===== src/rtl/mem_arbiter_pkg.sv =====
// Shared types and sizing for the memory arbiter: state encoding, block geometry
// and the word counter type used by the fill sequencer.
package mem_arbiter_pkg;
  localparam int unsigned ADDR_W        = 16;
  localparam int unsigned DATA_W        = 16;
  localparam int unsigned WORDS_PER_BLK = 8;
  localparam int unsigned MEM_LAT       = 4;
  localparam int unsigned BLK_OFFSET_W  = $clog2(WORDS_PER_BLK * 2);
  localparam int unsigned CNT_W         = $clog2(WORDS_PER_BLK);
  localparam int unsigned BLK_W         = ADDR_W - BLK_OFFSET_W;

  typedef enum logic [1:0] {IDLE, WRITE, FILL_I, FILL_D} arb_state_t;
  typedef logic [CNT_W-1:0] cnt_t;

  localparam cnt_t CNT_LAST = cnt_t'(WORDS_PER_BLK - 1);
endpackage


===== src/rtl/mem_arbiter_if.sv =====
// Cache/memory side signals of the arbiter; master is the arbiter, slave is the
// caches plus memory.
interface mem_arbiter_if import mem_arbiter_pkg::*; ();
  logic              i_req;
  logic [ADDR_W-1:0] i_addr;
  logic              d_req;
  logic [ADDR_W-1:0] d_addr;
  logic              d_wr_req;
  logic [ADDR_W-1:0] d_wr_addr;
  logic [DATA_W-1:0] d_wr_data;
  logic [DATA_W-1:0] mem_data_in;
  logic              mem_data_valid;
  logic              mem_en;
  logic              mem_wr;
  logic [ADDR_W-1:0] mem_addr;
  logic [DATA_W-1:0] mem_data_out;
  logic [DATA_W-1:0] fill_data;
  cnt_t              fill_word;
  logic              i_fill_we;
  logic              d_fill_we;
  logic              i_fill_done;
  logic              d_fill_done;
  logic              d_wr_done;
  logic              i_busy;
  logic              d_busy;

  modport master (
    input  i_req, i_addr, d_req, d_addr, d_wr_req, d_wr_addr, d_wr_data,
           mem_data_in, mem_data_valid,
    output mem_en, mem_wr, mem_addr, mem_data_out, fill_data, fill_word,
           i_fill_we, d_fill_we, i_fill_done, d_fill_done, d_wr_done, i_busy, d_busy
  );

  modport slave (
    output i_req, i_addr, d_req, d_addr, d_wr_req, d_wr_addr, d_wr_data,
           mem_data_in, mem_data_valid,
    input  mem_en, mem_wr, mem_addr, mem_data_out, fill_data, fill_word,
           i_fill_we, d_fill_we, i_fill_done, d_fill_done, d_wr_done, i_busy, d_busy
  );
endinterface


===== src/rtl/mem_arbiter_fill_seq.sv =====
// Block fill sequencer: issues one word address per cycle, counts returned words
// and flags the last one. Shared by the I and D fill states.
module mem_arbiter_fill_seq
  import mem_arbiter_pkg::*;
(
  input  logic              clk,
  input  logic              rst,
  input  logic              start,
  input  logic              active,
  input  logic              data_valid,
  input  logic [ADDR_W-1:0] start_addr,
  output logic              issue_en,
  output logic [ADDR_W-1:0] issue_addr,
  output logic              rx_we,
  output cnt_t              rx_word,
  output logic              done
);
  logic [BLK_W-1:0] blk_q, blk_d, blk_cur;
  cnt_t             issue_cnt_q, issue_cnt_d, rx_cnt_q, rx_cnt_d, issue_idx;
  logic             issuing_q, issuing_d;

  always_comb begin
    blk_d       = blk_q;
    issue_cnt_d = issue_cnt_q;
    rx_cnt_d    = rx_cnt_q;
    issuing_d   = issuing_q;

    // Word 0 goes out in the grant cycle straight from the requester's address.
    blk_cur    = start ? start_addr[ADDR_W-1:BLK_OFFSET_W] : blk_q;
    issue_idx  = start ? '0 : issue_cnt_q;
    issue_en   = start | (active & issuing_q);
    issue_addr = issue_en ? {blk_cur, issue_idx, 1'b0} : '0;

    rx_we   = active & data_valid;
    rx_word = rx_we ? rx_cnt_q : '0;
    done    = rx_we & (rx_cnt_q == CNT_LAST);

    if (start) begin
      blk_d       = start_addr[ADDR_W-1:BLK_OFFSET_W];
      issue_cnt_d = cnt_t'(1);
      issuing_d   = 1'b1;
      rx_cnt_d    = '0;
    end else if (issue_en) begin
      issue_cnt_d = issue_cnt_q + 1'b1;
      issuing_d   = (issue_cnt_q != CNT_LAST);
    end
    if (rx_we) rx_cnt_d = rx_cnt_q + 1'b1;
  end

  always_ff @(posedge clk) begin
    if (rst) begin
      blk_q       <= '0;
      issue_cnt_q <= '0;
      rx_cnt_q    <= '0;
      issuing_q   <= 1'b0;
    end else begin
      blk_q       <= blk_d;
      issue_cnt_q <= issue_cnt_d;
      rx_cnt_q    <= rx_cnt_d;
      issuing_q   <= issuing_d;
    end
  end
endmodule


===== src/rtl/mem_arbiter.sv =====
// Arbitrates the shared main memory between I-cache fills, D-cache fills and
// D-cache write-through stores, steering returned words to the granted cache.
module mem_arbiter
  import mem_arbiter_pkg::*;
(
  input logic          clk,
  input logic          rst,
  mem_arbiter_if.master bus
);
  arb_state_t        state_q, state_d, cur;
  logic              fill_start, fill_active, issue_en, rx_we, done;
  logic [ADDR_W-1:0] issue_addr, start_addr;
  cnt_t              rx_word;

  // IDLE decides and acts in the same cycle: cur is the state being served now,
  // so a store or first fill address leaves in the cycle the grant is made.
  always_comb begin
    cur = state_q;
    if (rst) begin
      cur = IDLE;
    end else if (state_q == IDLE) begin
      if (bus.d_wr_req)   cur = WRITE;
      else if (bus.d_req) cur = FILL_D;
      else if (bus.i_req) cur = FILL_I;
    end

    fill_start  = (state_q == IDLE) && (cur == FILL_I || cur == FILL_D);
    fill_active = (state_q == FILL_I || state_q == FILL_D) && !rst;
    start_addr  = (cur == FILL_D) ? bus.d_addr : bus.i_addr;

    case (cur)
      FILL_I, FILL_D: state_d = done ? IDLE : cur;
      default:        state_d = IDLE;
    endcase
  end

  always_ff @(posedge clk) begin
    if (rst) state_q <= IDLE;
    else     state_q <= state_d;
  end

  mem_arbiter_fill_seq u_fill_seq (
    .clk        (clk),
    .rst        (rst),
    .start      (fill_start),
    .active     (fill_active),
    .data_valid (bus.mem_data_valid),
    .start_addr (start_addr),
    .issue_en   (issue_en),
    .issue_addr (issue_addr),
    .rx_we      (rx_we),
    .rx_word    (rx_word),
    .done       (done)
  );

  always_comb begin
    bus.mem_en       = (cur == WRITE) | issue_en;
    bus.mem_wr       = (cur == WRITE);
    bus.mem_addr     = (cur == WRITE) ? bus.d_wr_addr : issue_addr;
    bus.mem_data_out = (cur == WRITE) ? bus.d_wr_data : '0;
    bus.fill_data    = rx_we ? bus.mem_data_in : '0;
    bus.fill_word    = rx_word;
    bus.i_fill_we    = rx_we & (state_q == FILL_I);
    bus.d_fill_we    = rx_we & (state_q == FILL_D);
    bus.i_fill_done  = done & (state_q == FILL_I);
    bus.d_fill_done  = done & (state_q == FILL_D);
    bus.d_wr_done    = (cur == WRITE);
    bus.i_busy       = !rst & (bus.i_req | (cur == FILL_I));
    bus.d_busy       = !rst & (bus.d_req | bus.d_wr_req | (cur == WRITE) | (cur == FILL_D));
  end
endmodule

===== src/flat_wrapper.sv =====
// flat-port wrapper written by rule: the top's interface ports become plain ports
module mem_arbiter_flat import mem_arbiter_pkg::*;
  (clk, rst, bus_i_req, bus_i_addr, bus_d_req, bus_d_addr, bus_d_wr_req, bus_d_wr_addr, bus_d_wr_data, bus_mem_data_in, bus_mem_data_valid, bus_mem_en, bus_mem_wr, bus_mem_addr, bus_mem_data_out, bus_fill_data, bus_fill_word, bus_i_fill_we, bus_d_fill_we, bus_i_fill_done, bus_d_fill_done, bus_d_wr_done, bus_i_busy, bus_d_busy);
  mem_arbiter_if bus_i ();
  input logic clk;
  input logic rst;
  input wire logic [$bits(bus_i.i_req)-1:0] bus_i_req;
  input wire logic [$bits(bus_i.i_addr)-1:0] bus_i_addr;
  input wire logic [$bits(bus_i.d_req)-1:0] bus_d_req;
  input wire logic [$bits(bus_i.d_addr)-1:0] bus_d_addr;
  input wire logic [$bits(bus_i.d_wr_req)-1:0] bus_d_wr_req;
  input wire logic [$bits(bus_i.d_wr_addr)-1:0] bus_d_wr_addr;
  input wire logic [$bits(bus_i.d_wr_data)-1:0] bus_d_wr_data;
  input wire logic [$bits(bus_i.mem_data_in)-1:0] bus_mem_data_in;
  input wire logic [$bits(bus_i.mem_data_valid)-1:0] bus_mem_data_valid;
  output wire logic [$bits(bus_i.mem_en)-1:0] bus_mem_en;
  output wire logic [$bits(bus_i.mem_wr)-1:0] bus_mem_wr;
  output wire logic [$bits(bus_i.mem_addr)-1:0] bus_mem_addr;
  output wire logic [$bits(bus_i.mem_data_out)-1:0] bus_mem_data_out;
  output wire logic [$bits(bus_i.fill_data)-1:0] bus_fill_data;
  output wire logic [$bits(bus_i.fill_word)-1:0] bus_fill_word;
  output wire logic [$bits(bus_i.i_fill_we)-1:0] bus_i_fill_we;
  output wire logic [$bits(bus_i.d_fill_we)-1:0] bus_d_fill_we;
  output wire logic [$bits(bus_i.i_fill_done)-1:0] bus_i_fill_done;
  output wire logic [$bits(bus_i.d_fill_done)-1:0] bus_d_fill_done;
  output wire logic [$bits(bus_i.d_wr_done)-1:0] bus_d_wr_done;
  output wire logic [$bits(bus_i.i_busy)-1:0] bus_i_busy;
  output wire logic [$bits(bus_i.d_busy)-1:0] bus_d_busy;
  assign bus_i.i_req = bus_i_req;
  assign bus_i.i_addr = bus_i_addr;
  assign bus_i.d_req = bus_d_req;
  assign bus_i.d_addr = bus_d_addr;
  assign bus_i.d_wr_req = bus_d_wr_req;
  assign bus_i.d_wr_addr = bus_d_wr_addr;
  assign bus_i.d_wr_data = bus_d_wr_data;
  assign bus_i.mem_data_in = bus_mem_data_in;
  assign bus_i.mem_data_valid = bus_mem_data_valid;
  assign bus_mem_en = bus_i.mem_en;
  assign bus_mem_wr = bus_i.mem_wr;
  assign bus_mem_addr = bus_i.mem_addr;
  assign bus_mem_data_out = bus_i.mem_data_out;
  assign bus_fill_data = bus_i.fill_data;
  assign bus_fill_word = bus_i.fill_word;
  assign bus_i_fill_we = bus_i.i_fill_we;
  assign bus_d_fill_we = bus_i.d_fill_we;
  assign bus_i_fill_done = bus_i.i_fill_done;
  assign bus_d_fill_done = bus_i.d_fill_done;
  assign bus_d_wr_done = bus_i.d_wr_done;
  assign bus_i_busy = bus_i.i_busy;
  assign bus_d_busy = bus_i.d_busy;
  mem_arbiter u_core (.clk(clk), .rst(rst), .bus(bus_i));
endmodule

===== config.mk =====
export PLATFORM = sky130hd
export DESIGN_NAME = mem_arbiter_flat
export DESIGN_NICKNAME = d
export VERILOG_FILES = /design/src/rtl/mem_arbiter_pkg.sv /design/src/rtl/mem_arbiter_if.sv /design/src/rtl/mem_arbiter_fill_seq.sv /design/src/rtl/mem_arbiter.sv /design/src/flat_wrapper.sv
export SDC_FILE = /design/constraint.sdc
export NUM_CORES = 1
export LEC_CHECK = 0
export BUFFER_PORTS_ARGS = -buffer_cell sky130_fd_sc_hd__buf_2
export CAP_MARGIN = 20
export CORE_ASPECT_RATIO = 0.75
export CORE_UTILIZATION = 40
export DETAILED_ROUTE_END_ITERATION = 8
export GPL_TIMING_DRIVEN = 0
export PLACE_DENSITY = 0.82
export SKIP_CTS_REPAIR_TIMING = 1
export SLEW_MARGIN = 20
export SYNTH_ARGS = -nofsm -noshare
export SYNTH_HDL_FRONTEND = slang
export SYNTH_HIERARCHICAL = 1
export SYNTH_SLANG_ARGS = --single-unit

===== constraint.sdc =====
create_clock -name clk -period 3.15 [get_ports clk]
set_input_delay 0.63 -clock clk [delete_from_list [all_inputs] [get_ports clk]]
set_output_delay 0.63 -clock clk [all_outputs]
set_load 0.05 [all_outputs]

==> results.json, run 1 <==
{
  "status": "complete, but fails checks",
  "violations": "setup timing",
  "clk_latency_ns": 0.26,
  "rr_worst_depth": 7,
  "critical_path.startpoint": "bus_d_wr_req",
  "drt_iter0_markers": 61,
  "maxSlewHeadroom_pct": 61.9,
  "grt_start_max_net_pins": 13,
  "drtPass1Iterations": 4,
  "fp.dieW_um": 78.7,
  "rsz0062_at_grt": "yes",
  "num_vias": 1867,
  "grt.overflow.total": 0,
  "design_area_mm2": 0.00276,
  "initial_core_util_pct": 42.7,
  "dieHeight_um": 59.5,
  "cp_max_fo": 5,
  "routed_via_density": 4.80,
  "area_delta_synth_final_pct": 56.4,
  "setup_viol": 12,
  "htreeDepth": 1,
  "grt_antenna_before_repair": 0,
  "cts.root.buffer_cell": "clkbuf_8",
  "post-dp-hpwl_um": 3970,
  "timing.rr.end": "u_core/u_fill_seq/blk_q[8]",
  "cts.sinks": 21,
  "clockBufferDepth": 2,
  "hold_viol": 0,
  "routed_wl_um": 5220,
  "setup_ws_ns": -0.151,
  "coreArea_mm2": 0.00413,
  "cts_tree": "done",
  "ios": 146,
  "endpoint_kind": "primary output",
  "dpl_worst_slack_ns": -0.216,
  "grt_pass1_vias": 1636,
  "finalClockSkew_ns": 0.00594,
  "hold_path_class": "reg -> reg",
  "drc": 0,
  "ant_nets": 0,
  "start_kind": "primary input",
  "finalNonFillerCells": 389,
  "drv_slew": 0,
  "cp.arrival_ns": 2.67,
  "fmax_mhz": 303,
  "vdd_drop_max_v": 0.000203,
  "grt_usage_pct": 19.5,
  "grt_pass1_wl_um": 7130,
  "power_density_mw_per_mm2": 303,
  "finalCritPeriodShare_pct": 105,
  "synth_fp_nets": 279,
  "leakagePower_nw": 1.50,
  "synth_warnings": 6,
  "place_area_mm2": 0.00251,
  "final_nets": 425,
  "cp-endpoint": "bus_mem_addr[9]",
  "fin_util_pct": 66.8,
  "path_clk_slew_ns": 0.08,
  "setup_tns_ns": -1.26,
  "fillerInstances": 356,
  "critical_path_required_ns": 2.52,
  "final_layout_size_suffix_gt1_share_pct": 58.4,
  "gp_congestion": 0.775,
  "diodes": 0,
  "fp.dieArea_mm2": 0.00468,
  "fp-row-count": 20,
  "wl_per_cell_um": 13.4,
  "cap_violations": 0,
  "reg2reg_from": "u_core/state_q[0]",
  "cts_buffers": 3,
  "syn-cell-area_mm2": 0.00176,
  "avgSynthCellArea_um2": 9.33,
  "fin_hold_ws_ns": 0.499,
  "syn_inst": 189,
  "worstMarginPinSlew_ns": 0.568,
  "worstSetupPathType": "in -> out",
  "place_inst": 380,
  "min_period_ns": 3.30,
  "port_buffers": 136,
  "r2r_setup_slack_ns": 1.01,
  "finalPower_mw": 0.835
}
==> sequential cells by signal (all words and copies together) (netlist names) <==
register / cells
u_core/u_fill_seq/rx_cnt_q: 3
u_core/u_fill_seq/issuing_q: 1
u_core/u_fill_seq/issue_cnt_q: 3
u_core/state_q: 2
u_core/u_fill_seq/blk_q: 12
==> how the worst min path moves through the flow <==
stage	startpoint	endpoint	slack [ns]	cells past startpoint
2_1_floorplan	u_core/u_fill_seq/blk_q[0]	u_core/u_fill_seq/blk_q[0]	0.46	2
3_3_place_gp	u_core/u_fill_seq/blk_q[11]	u_core/u_fill_seq/blk_q[11]	0.47	2
3_5_place_dp	u_core/u_fill_seq/blk_q[6]	u_core/u_fill_seq/blk_q[6]	0.48	2
4_1_cts	u_core/u_fill_seq/blk_q[6]	u_core/u_fill_seq/blk_q[6]	0.50	2
5_1_grt	u_core/u_fill_seq/blk_q[1]	u_core/u_fill_seq/blk_q[1]	0.53	2
6_report	u_core/u_fill_seq/blk_q[6]	u_core/u_fill_seq/blk_q[6]	0.50	2
==> metal layers <==
| metal | routed length [um] | vias up | share of wire [%] | track usage [%] |
|---|---|---|---|---|
| li1 | - | 947 | - | - |
| met1 | 2070 | 850 | 40 | 21.6 |
| met2 | 2680 | 66 | 51 | 37.5 |
| met3 | 434 | 4 | 8.3 | 5.23 |
| met4 | 34 | 0 | 0.65 | 4.50 |
| met5 | 0 | - | 0 | 0 |
==> layout make-up <==
cell class | instances | area, um2 | share of cell area, %
clock buffer | 3 | 41.3 | 1.50
sequential | 21 | 423 | 15.3
buffer | 16 | 130 | 4.72
inverter | 2 | 7.51 | 0.272
multi-input combinational | 150 | 1230 | 44.8
tap | 55 | 68.8 | 2.50
clock inverter | 1 | 5.00 | 0.181
timing repair buffer | 141 | 847 | 30.7
==> critical path, cell delays in order <==
cell and delay (ns):
buf_8 0.10, or4b_4 0.50, a21oi_4 0.27, clkbuf_16 0.21, mux2_4 0.30, a22o_1 0.22, mux2_4 0.28, buf_8 0.15
==> report_power, final <==
part | internal (mW) | switching (mW) | total [mW]
Sequential | 0.277 | 0.00900 | 0.286
Clock | 0.0881 | 0.0870 | 0.175
Combinational | 0.159 | 0.215 | 0.374
Total | 0.524 | 0.311 | 0.835
==> layout by cell type (no fill, tap or decap), types with 2 or more instances in the layout <==
master,count
a211oi_1,2
a21oi_1,4
a22o_1,12
and2_1,37
and3_1,5
buf_2,126
buf_4,7
buf_6,7
buf_8,10
clkbuf_1,4
clkbuf_8,3
dfxtp_1,19
dfxtp_2,2
ha_1,4
inv_1,2
mux2_2,10
mux2_4,18
mux2i_1,14
nand2_1,2
nand3_1,2
nand3b_1,3
nor2_1,19
nor3_1,4
No activity file was read; power rests on OpenSTA's default activity.
==> run 2: changes to the inputs <==
--- a/config.mk
+++ b/config.mk
@@ -8,10 +8,11 @@
 export BUFFER_PORTS_ARGS = -buffer_cell sky130_fd_sc_hd__buf_2
 export CAP_MARGIN = 20
 export CORE_ASPECT_RATIO = 0.75
-export CORE_UTILIZATION = 40
+export CORE_UTILIZATION = 36
 export DETAILED_ROUTE_END_ITERATION = 8
 export GPL_TIMING_DRIVEN = 0
-export PLACE_DENSITY = 0.82
+export PLACE_DENSITY = 0.78
+export REMOVE_ABC_BUFFERS = 1
 export SKIP_CTS_REPAIR_TIMING = 1
 export SLEW_MARGIN = 20
 export SYNTH_ARGS = -nofsm -noshare
==> constraint.sdc (replaced) <==
create_clock -name clk -period 2.74 [get_ports clk]
set_input_delay 0.548 -clock clk [delete_from_list [all_inputs] [get_ports clk]]
set_output_delay 0.548 -clock clk [all_outputs]
set_load 0.05 [all_outputs]
==> run 2 against run 1 <==
  * The run still ends with setup timing left
  * Critical path depth unchanged
  * Hold slack improved by 0.0051 ns
  * Die area up 11%
  * Clock skew down 0.0029 ns
  * Cell area fell by 0.59%
  * Largest cell class unchanged
  * Highest routed layer unchanged
==> results.json, run 2 (synthesis gave the netlist of run 1 again) <==
{
  "worstSetupPathType": "in -> out",
  "power_density_mw_per_mm2": 352,
  "cp_max_fo": 5,
  "routed_via_density": 4.74,
  "reg2reg_from": "u_core/state_q[1]",
  "hold_viol": 0,
  "final_layout_size_suffix_gt1_share_pct": 59.0,
  "finalClockSkew_ns": 0.00304,
  "coreArea_mm2": 0.00457,
  "routed_wl_um": 4820,
  "grt_start_max_net_pins": 28,
  "drtPass1Iterations": 4,
  "cap_violations": 0,
  "dr_wl_met2_um": 2330,
  "endpoint_kind": "primary output",
  "path_clk_slew_ns": 0.08,
  "wl_met1_um": 2150,
  "dr.max_layer_used": "met4",
  "worstMarginPinSlew_ns": 0.693,
  "drt_iter0_markers": 56,
  "cts.sinks": 21,
  "fp.dieW_um": 82.8,
  "critPathTopFamily": "multiplexers",
  "fp.dieArea_mm2": 0.00518,
  "drc": 0,
  "cts_buffers": 3,
  "initial_core_util_pct": 38.6,
  "drv_slew": 0,
  "violations": "setup timing",
  "fin_hold_ws_ns": 0.504,
  "grt_pass1_vias": 1530,
  "critical_path.startpoint": "bus_d_wr_req",
  "maxSlewHeadroom_pct": 53.6,
  "diodes": 0,
  "clockBufferDepth": 2,
  "grt_antenna_before_repair": 0,
  "port_buffers": 137,
  "htreeDepth": 1,
  "critical_path_required_ns": 2.19,
  "leakagePower_nw": 1.47,
  "ant_nets": 0,
  "setup_ws_ns": -0.307,
  "setup_viol": 15,
  "fp-row-count": 21,
  "critical_path.max_stage_delay_ns": 0.54,
  "largest_register_ffs": 12,
  "grt_pass1_wl_um": 6930,
  "finalCritPeriodShare_pct": 111,
  "cp_slowest_cell": "or4b_4",
  "holdCritStartpoint": "u_core/u_fill_seq/blk_q[10]",
  "grt_usage_pct": 15.8,
  "top_regs": "u_core/u_fill_seq/blk_q x12, u_core/u_fill_seq/issue_cnt_q x3, u_core/u_fill_seq/rx_cnt_q x3",
  "wl_per_cell_um": 12.7,
  "grt.overflow.total": 0,
  "gp_congestion": 0.723,
  "final_common_cell": "buf_2",
  "rsz0062_at_grt": "yes",
  "clk_latency_ns": 0.26,
  "routed-wl-met3_um": 321,
  "num_vias": 1807,
  "cts_tree": "done",
  "area_delta_synth_final_pct": 55.5,
  "path_buf_inv": 3,
  "place_inst": 371,
  "start_kind": "primary input",
  "min_period_ns": 3.05,
  "post-dp-hpwl_um": 3440,
  "path_cells": "buf_6, or4b_4, a21oi_4, buf_6, mux2_4, a22o_1, mux2_4, buf_8",
  "largest_register": "u_core/u_fill_seq/blk_q",
  "cts.root.buffer_cell": "clkbuf_8",
  "status": "complete, but fails checks",
  "finalNonFillerCells": 381,
  "dieHeight_um": 62.6,
  "hold_path_class": "reg -> reg",
  "final_nets": 415,
  "final_cell_mix": "123 x buf_2, 37 x and2_1, 22 x mux2_4",
  "cp.arrival_ns": 2.50,
  "fmax_mhz": 328,
  "ios": 146,
  "vdd_drop_max_v": 0.000287
}
==> run 2: cell types whose count changed in the layout (fill, tap and decap cells not counted), moves of 2 or more <==
| cell | before | now |
|---|---|---|
| buf_2 | 126 | 123 |
| buf_6 | 7 | 4 |
| buf_8 | 10 | 12 |
| clkbuf_1 | 4 | 1 |
| mux2_2 | 10 | 6 |
| mux2_4 | 18 | 22 |
| nor3_4 | 0 | 2 |
==> run 2: worst register-to-register path, delay by kind of cell, from the launching register on <==
kind	cells	cell delay (ns)
DFF	1	0.35
and+or+nand+nor	2	0.61
AOI/OAI and AO/OA	1	0.18
muxes	2	0.46
buffers and inverters	1	0.16
==> run 2: worst paths after layout <==
| path | to | slack, ns | cells after the start |
|---|---|---|---|
| max | bus_mem_addr[12] | -0.31 | 8 |
| min | u_core/u_fill_seq/blk_q[10] | 0.50 | 2 |
| max reg2reg | u_core/u_fill_seq/blk_q[4] | 0.86 | 6 |
| min reg2reg | u_core/u_fill_seq/blk_q[10] | 0.50 | 2 |
==> run 2: final cells by class <==
| class | instances | area, um2 |
|---|---|---|
| Fill cell | 402 | 1830 |
| Timing Repair Buffer | 147 | 913 |
| Inverter | 2 | 11.3 |
| Sequential cell | 21 | 425 |
| Clock buffer | 4 | 45.0 |
| Multi-Input combinational cell | 150 | 1270 |
| Tap cell | 57 | 71.3 |
==> run 2: power by group <==
group	leakage [nW]	internal (mW)	switching (mW)	total, mW
Clock	0.0228	0.103	0.100	0.204
Combinational	1.27	0.186	0.249	0.435
Sequential	0.172	0.318	0.00873	0.326
Total	1.47	0.607	0.358	0.965
==> run 2: metrics by stage <==
stage | power [mW] | setup TNS [ns] | setup slack, ns | utilization (%) | area [um2]
finish | 0.965 | -3.58 | -0.307 | 60.0 | 2740
global route | 1.01 | -4.58 | -0.350 | 60.0 | 2740
CTS | 0.913 | -12.23 | -0.731 | 54.4 | 2490
detailed placement | 0.707 | -11.76 | -0.701 | 53.4 | 2440
global placement | 0.695 | -100.05 | -3.01 | 52.3 | 2390
floorplan | 0.591 | -67.29 | -1.83 | - | 1630
==> run 2: metal layers <==
| layer | track usage [%] | up-vias |
|---|---|---|
| li1 | - | 926 |
| met1 | 20.0 | 803 |
| met2 | 27.4 | 74 |
| met3 | 4.36 | 4 |
| met4 | 2.16 | 0 |
| met5 | 0 | - |
